==> src/rtl/uart_transmitir_if.sv <==
// Byte handshake between a producer and the UART transmitter.
// The producer offers tx_data with tx_valid. The transmitter drives tx_ready.
interface uart_transmitir_if #(
  parameter int DATA_BITS = 8
);
  logic [DATA_BITS-1:0] tx_data;
  logic                 tx_valid;
  logic                 tx_ready;

  modport master (output tx_data, output tx_valid, input tx_ready);
  modport slave  (input tx_data, input tx_valid, output tx_ready);
endinterface

==> src/rtl/uart_transmitir.sv <==
// Bit-clocked UART transmitter: one bit per outclk cycle, one-deep holding register,
// optional parity, 1 or 2 stop bits, back-to-back frames with no idle gap.
module uart_transmitir #(
  parameter int DATA_BITS  = 8,
  parameter int STOP_BITS  = 2,
  parameter int PARITY_EN  = 0,
  parameter int PARITY_ODD = 0
) (
  input  logic               outclk,
  input  logic               reset,
  uart_transmitir_if.slave   tx,
  output logic               SalidaTx,
  output logic               busy,
  output logic               frame_done
);

  localparam int CNT_W = 3;

  typedef enum logic [2:0] {IDLE, START, DATA, PARITY, STOP} state_t;

  state_t               state_q, state_d;
  logic [DATA_BITS-1:0] hold_q, hold_d;
  logic [DATA_BITS-1:0] shift_q, shift_d;
  logic                 hold_full_q, hold_full_d;
  logic                 parity_q, parity_d;
  logic                 line_q, line_d;
  logic                 busy_q, busy_d;
  logic                 done_q, done_d;
  logic [CNT_W-1:0]     cnt_q, cnt_d;
  logic                 load;

  function automatic logic parity_of(input logic [DATA_BITS-1:0] v);
    return (^v) ^ (PARITY_ODD != 0);
  endfunction

  always_comb begin
    state_d     = state_q;
    hold_d      = hold_q;
    shift_d     = shift_q;
    hold_full_d = hold_full_q;
    parity_d    = parity_q;
    line_d      = line_q;
    cnt_d       = cnt_q;
    done_d      = 1'b0;
    load        = 1'b0;

    // A load needs hold_full=1 and an accept needs hold_full=0, so they never collide.
    if (tx.tx_valid && !hold_full_q) begin
      hold_d      = tx.tx_data;
      hold_full_d = 1'b1;
    end

    case (state_q)
      IDLE: begin
        line_d = 1'b1;
        if (hold_full_q) load = 1'b1;
      end
      START: begin
        state_d = DATA;
        line_d  = shift_q[0];
        shift_d = shift_q >> 1;
        cnt_d   = '0;
      end
      DATA: begin
        if (cnt_q == CNT_W'(DATA_BITS - 1)) begin
          cnt_d = '0;
          if (PARITY_EN != 0) begin
            state_d = PARITY;
            line_d  = parity_q;
          end else begin
            state_d = STOP;
            line_d  = 1'b1;
          end
        end else begin
          line_d  = shift_q[0];
          shift_d = shift_q >> 1;
          cnt_d   = cnt_q + 1'b1;
        end
      end
      PARITY: begin
        state_d = STOP;
        line_d  = 1'b1;
        cnt_d   = '0;
      end
      STOP: begin
        if (cnt_q == CNT_W'(STOP_BITS - 1)) begin
          done_d = 1'b1;
          cnt_d  = '0;
          if (hold_full_q) begin
            load = 1'b1;
          end else begin
            state_d = IDLE;
            line_d  = 1'b1;
          end
        end else begin
          cnt_d = cnt_q + 1'b1;
        end
      end
      default: begin
        state_d = IDLE;
        line_d  = 1'b1;
      end
    endcase

    // Parity is latched from the byte moving into the shifter, so a later accept cannot disturb it.
    if (load) begin
      state_d     = START;
      line_d      = 1'b0;
      shift_d     = hold_q;
      parity_d    = parity_of(hold_q);
      hold_full_d = 1'b0;
    end

    busy_d = (state_d != IDLE);
  end

  always_ff @(posedge outclk) begin
    hold_q   <= hold_d;
    shift_q  <= shift_d;
    parity_q <= parity_d;
    if (reset) begin
      state_q     <= IDLE;
      hold_full_q <= 1'b0;
      line_q      <= 1'b1;
      busy_q      <= 1'b0;
      done_q      <= 1'b0;
      cnt_q       <= '0;
    end else begin
      state_q     <= state_d;
      hold_full_q <= hold_full_d;
      line_q      <= line_d;
      busy_q      <= busy_d;
      done_q      <= done_d;
      cnt_q       <= cnt_d;
    end
  end

  assign tx.tx_ready = !hold_full_q;
  assign SalidaTx    = line_q;
  assign busy        = busy_q;
  assign frame_done  = done_q;

endmodule

==> src/flat_wrapper.sv <==
// flat-port wrapper written by rule: the top's interface ports become plain ports
module uart_transmitir_flat 
#(
  parameter int DATA_BITS  = 8,
  parameter int STOP_BITS  = 2,
  parameter int PARITY_EN  = 0,
  parameter int PARITY_ODD = 0
)
  (outclk, reset, SalidaTx, busy, frame_done, tx_tx_data, tx_tx_valid, tx_tx_ready);
  uart_transmitir_if #(.DATA_BITS(DATA_BITS)) tx_i ();
  input  logic outclk;
  input  logic reset;
  output logic SalidaTx;
  output logic busy;
  output logic frame_done;
  input wire logic [$bits(tx_i.tx_data)-1:0] tx_tx_data;
  input wire logic [$bits(tx_i.tx_valid)-1:0] tx_tx_valid;
  output wire logic [$bits(tx_i.tx_ready)-1:0] tx_tx_ready;
  assign tx_i.tx_data = tx_tx_data;
  assign tx_i.tx_valid = tx_tx_valid;
  assign tx_tx_ready = tx_i.tx_ready;
  uart_transmitir #(.DATA_BITS(DATA_BITS), .STOP_BITS(STOP_BITS), .PARITY_EN(PARITY_EN), .PARITY_ODD(PARITY_ODD)) u_core (.outclk(outclk), .reset(reset), .tx(tx_i), .SalidaTx(SalidaTx), .busy(busy), .frame_done(frame_done));
endmodule
==> config.mk <==
export PLATFORM = sky130hd
export DESIGN_NAME = uart_transmitir_flat
export DESIGN_NICKNAME = d
export VERILOG_FILES = /design/src/rtl/uart_transmitir_if.sv /design/src/rtl/uart_transmitir.sv /design/src/flat_wrapper.sv
export SDC_FILE = /design/constraint.sdc
export NUM_CORES = 1
export LEC_CHECK = 0
export ABC_AREA = 0
export CAP_MARGIN = 10
export CORE_MARGIN = 2
export CORE_UTILIZATION = 47
export CTS_CLUSTER_SIZE = 40
export DETAILED_ROUTE_END_ITERATION = 6
export PLACE_DENSITY = 0.82
export SETUP_SLACK_MARGIN = 0.4
export SYNTH_ARGS = -nofsm -noshare
export SYNTH_HDL_FRONTEND = slang
export SYNTH_SLANG_ARGS = --single-unit
==> constraint.sdc <==
create_clock -name outclk -period 1.65 [get_ports outclk]
set_clock_uncertainty 0.05 [all_clocks]
set_input_delay 0.165 -clock outclk [delete_from_list [all_inputs] [get_ports outclk]]
set_output_delay 0.165 -clock outclk [all_outputs]
set_load 0.02 [all_outputs]
==> flow_summary.yaml <==
clock_tree:
  clk_latency_ps: 320
  cts_tree: "built"
  cts.sinks: 26
  clkTransAtPathRegs_ps: 140
  cts_buffer_depth: 2
  cts_made_buffers: 3
  cts_root_buf: "clkbuf_4"
  htreeDepth: 1
route:
  postRouteAntennaNets: 0
  dr_total_vias: 769
  drt_iter0_drc: 18
  wirelength_um: 2250
  met2WireLength_um: 1190
  highest_layer: "met3"
  wl_met3_um: 104
  first_pass_iters: 4
  via_per_inst: 5.53
  drc: 0
  met1_length_um: 957
  routedWlPerCell_um: 16.2
global_route:
  antenna_found_initial: 0
  grt_usage_pct: 18.6
  grt_max_degree: 16
  grt-ovfl-total: 0
  grt_pass1_vias: 736
  grt_pass1_wl_um: 3590
floorplanning:
  num_io_pins: 15
  die-height_um: 52.5
  core_area_um2: 2210
  dieArea_um2: 2750
  num_rows: 17
  dieWidth_um: 52.5
  initial_core_util_pct: 49.9
layout:
  num-fill-cells: 150
  multi_input_area_um2: 532
  antenna_cells: 0
  fin_nets: 126
  final_area_um2: 1560
  final_layout_size_suffix_gt1_share_pct: 45.9
  syn_to_final_growth_pct: 40.8
  register_area_um2: 698
run_status:
  status: "completed"
synth:
  yosys_warnings: 0
  synth.largest_area_cell: "edfxtp_1"
  ys_ff_latch: 26
  avgSynthCellArea_um2: 13.2
  syn_area_um2: 1100
  synth_area_leaders: "edfxtp_1 43%, dfxtp_1 18%, mux2_4 9.5%, nor2_1 3.7%, ha_1 3.4%"
  synth-seq-area-share_pct: 61.6
  synth_nets: 98
  synth_top_area_share_pct: 43.5
  syn-instance-count: 84
  yosysUniqueCellTypes: 30
power:
  p_switching_mw: 0.340
  p_per_area_nw_per_um2: 964
  vdd_drop_max_v: 0.000521
  cell_internal_pwr_mw: 1.16
  clkPwrFrac_pct: 28.6
  p_leak_nw: 0.583
  p_sw_share_pct: 22.7
  comb_power_share_pct: 18.3
  pwr-share-seq_pct: 53.1
setup_path:
  worstSetupStartpointType: "flop"
  r2r_start: "u_core.cnt_q[1]"
  rrSetupSlack_ps: 90
  required_ps: 1690
  path_max_fanout: 5
  crit_end: "u_core.shift_q[0]"
  r2r_end: "u_core.shift_q[0]"
  worst_r2r_path_depth: 6
  critPathLaunch: "u_core.cnt_q[1]"
  crit_path_end_kind: "flop"
  worstSetupPathType: "reg -> reg"
  crit_arrival_ps: 1600
sta:
  drv_slew: 0
  max_clock_freq_ghz: 0.641
  slew_headroom_pct: 70.2
  tightestPinTransition_ps: 445
  setup_viol: 0
  period_minus_slack_ps: 1560
  tns_ps: 0
  hold_viol: 0
  period_share_pct: 94.6
  rsz0062_at_grt: "true"
place:
  place.gp.congestion: 0.806
  place_hpwl_um: 1250
  port-buffer-count: 14
  dpl-instance-area_um2: 1320
run:
  max_cap_violations: 0
worst_hold_path:
  hold_path_class: "in -> reg"
  worstHoldPathCells: 1
==> power groups by stage <==
stage	Clock [mW]	Sequential [mW]	Combinational, mW
global route	0.465	0.802	0.294
CTS	0.433	0.793	0.251
finish	0.429	0.796	0.274
detailed placement	0	0.807	0.216
floorplan	0	0.805	0.149
global placement	0	0.806	0.208
==> through the flow <==
stage / setup WS [ps] / instances / hold slack (ps) / power, mW / utilization [%]
2_1_floorplan: 117 / 84 / 214 / 0.954 / -
3_3_place_gp: 73.2 / 126 / 420 / 1.01 / 59.6
3_5_place_dp: 28.3 / 126 / 434 / 1.02 / 59.6
4_1_cts: 72.5 / 137 / 342 / 1.48 / 68.8
5_1_grt: 37.5 / 139 / 328 / 1.56 / 70.3
6_report: 89.0 / 139 / 339 / 1.50 / 70.3
==> registers in the layout (all words and copies together), names as in the netlist <==
register	count
u_core.hold_q	8
u_core.shift_q	8
u_core.cnt_q	3
u_core.state_q	3
u_core.SalidaTx	1
u_core.busy	1
u_core.frame_done	1
u_core.hold_full_q	1
==> layout make-up <==
cell class,instances,area share [%]
clock buffer,3,1.45
multi-input combinational,53,34.2
sequential,26,44.9
clock inverter,1,1.93
inverter,3,0.724
timing repair buffer,25,14.6
tap,28,2.25
==> synthesized netlist by cell type, drive strengths merged <==
cell      n
ha        3
or2b      1
and3      1
nand2b    1
and2      2
buf       3
nor3b     1
nor2     12
nor4bb    1
o21ba     1
xor2      1
o21ai     2
a31oi     1
nor3      3
nand3     1
a21oi     3
a22oi     2
mux2      7
nand2     3
a21boi    1
edfxtp   16
inv       3
a2bb2oi   1
nor4b     1
nor2b     2
a31o      1
dfxtp    10
==> layout by cell type (no fill, tap or decap), types with 3 or more instances in the layout <==
| cell | n |
|---|---|
| ha_4 | 3 |
| dfxtp_1 | 4 |
| clkbuf_4 | 3 |
| buf_4 | 8 |
| dfxtp_4 | 4 |
| nor2_1 | 9 |
| mux2_4 | 7 |
| clkdlybuf4s50_1 | 10 |
| buf_6 | 3 |
| edfxtp_1 | 16 |
==> cell families after synthesis <==
group	count (synthesis)	share of synthesized area (%)
buf+inv	6	2.83
compound gates	12	7.36
mux	7	9.51
fa+ha+maj	3	3.40
flops	26	61.6
simple gates	29	14.5
xor+xnor	1	0.793
==> what timing repair did <==
item                       in CTS  in global routing
resized for setup              29                 10
setup buffers                   6                  2
pin swaps                       8                  9
gates cloned                    1                  0
setup endpoints to repair      27                 27
hold buffers                    0                  0
==> per-layer routing <==
metal	global-route usage, %	vias up
li1	-	353
met1	24.3	389
met2	31.5	27
met3	2.57	0
met4	6.41	0
met5	0	-
==> worst max-delay path, cell delays in order (launching register included) <==
cell,delay [ps]
dfxtp_4,380
inv_2,60
ha_4,150
nand2b_4,60
nand2_4,70
and3_4,240
mux2_4,320
==> worst min path at each step <==
| stage | startpoint | endpoint |
|---|---|---|
| finish | tx_tx_data[3] | u_core.hold_q[3] |
| global route | tx_tx_data[3] | u_core.hold_q[3] |
| CTS | tx_tx_data[3] | u_core.hold_q[3] |
| detailed placement | u_core.SalidaTx | u_core.SalidaTx |
| global placement | u_core.SalidaTx | u_core.SalidaTx |
| floorplan | tx_tx_data[0] | u_core.hold_q[0] |
No activity file was read; power rests on OpenSTA's default activity.
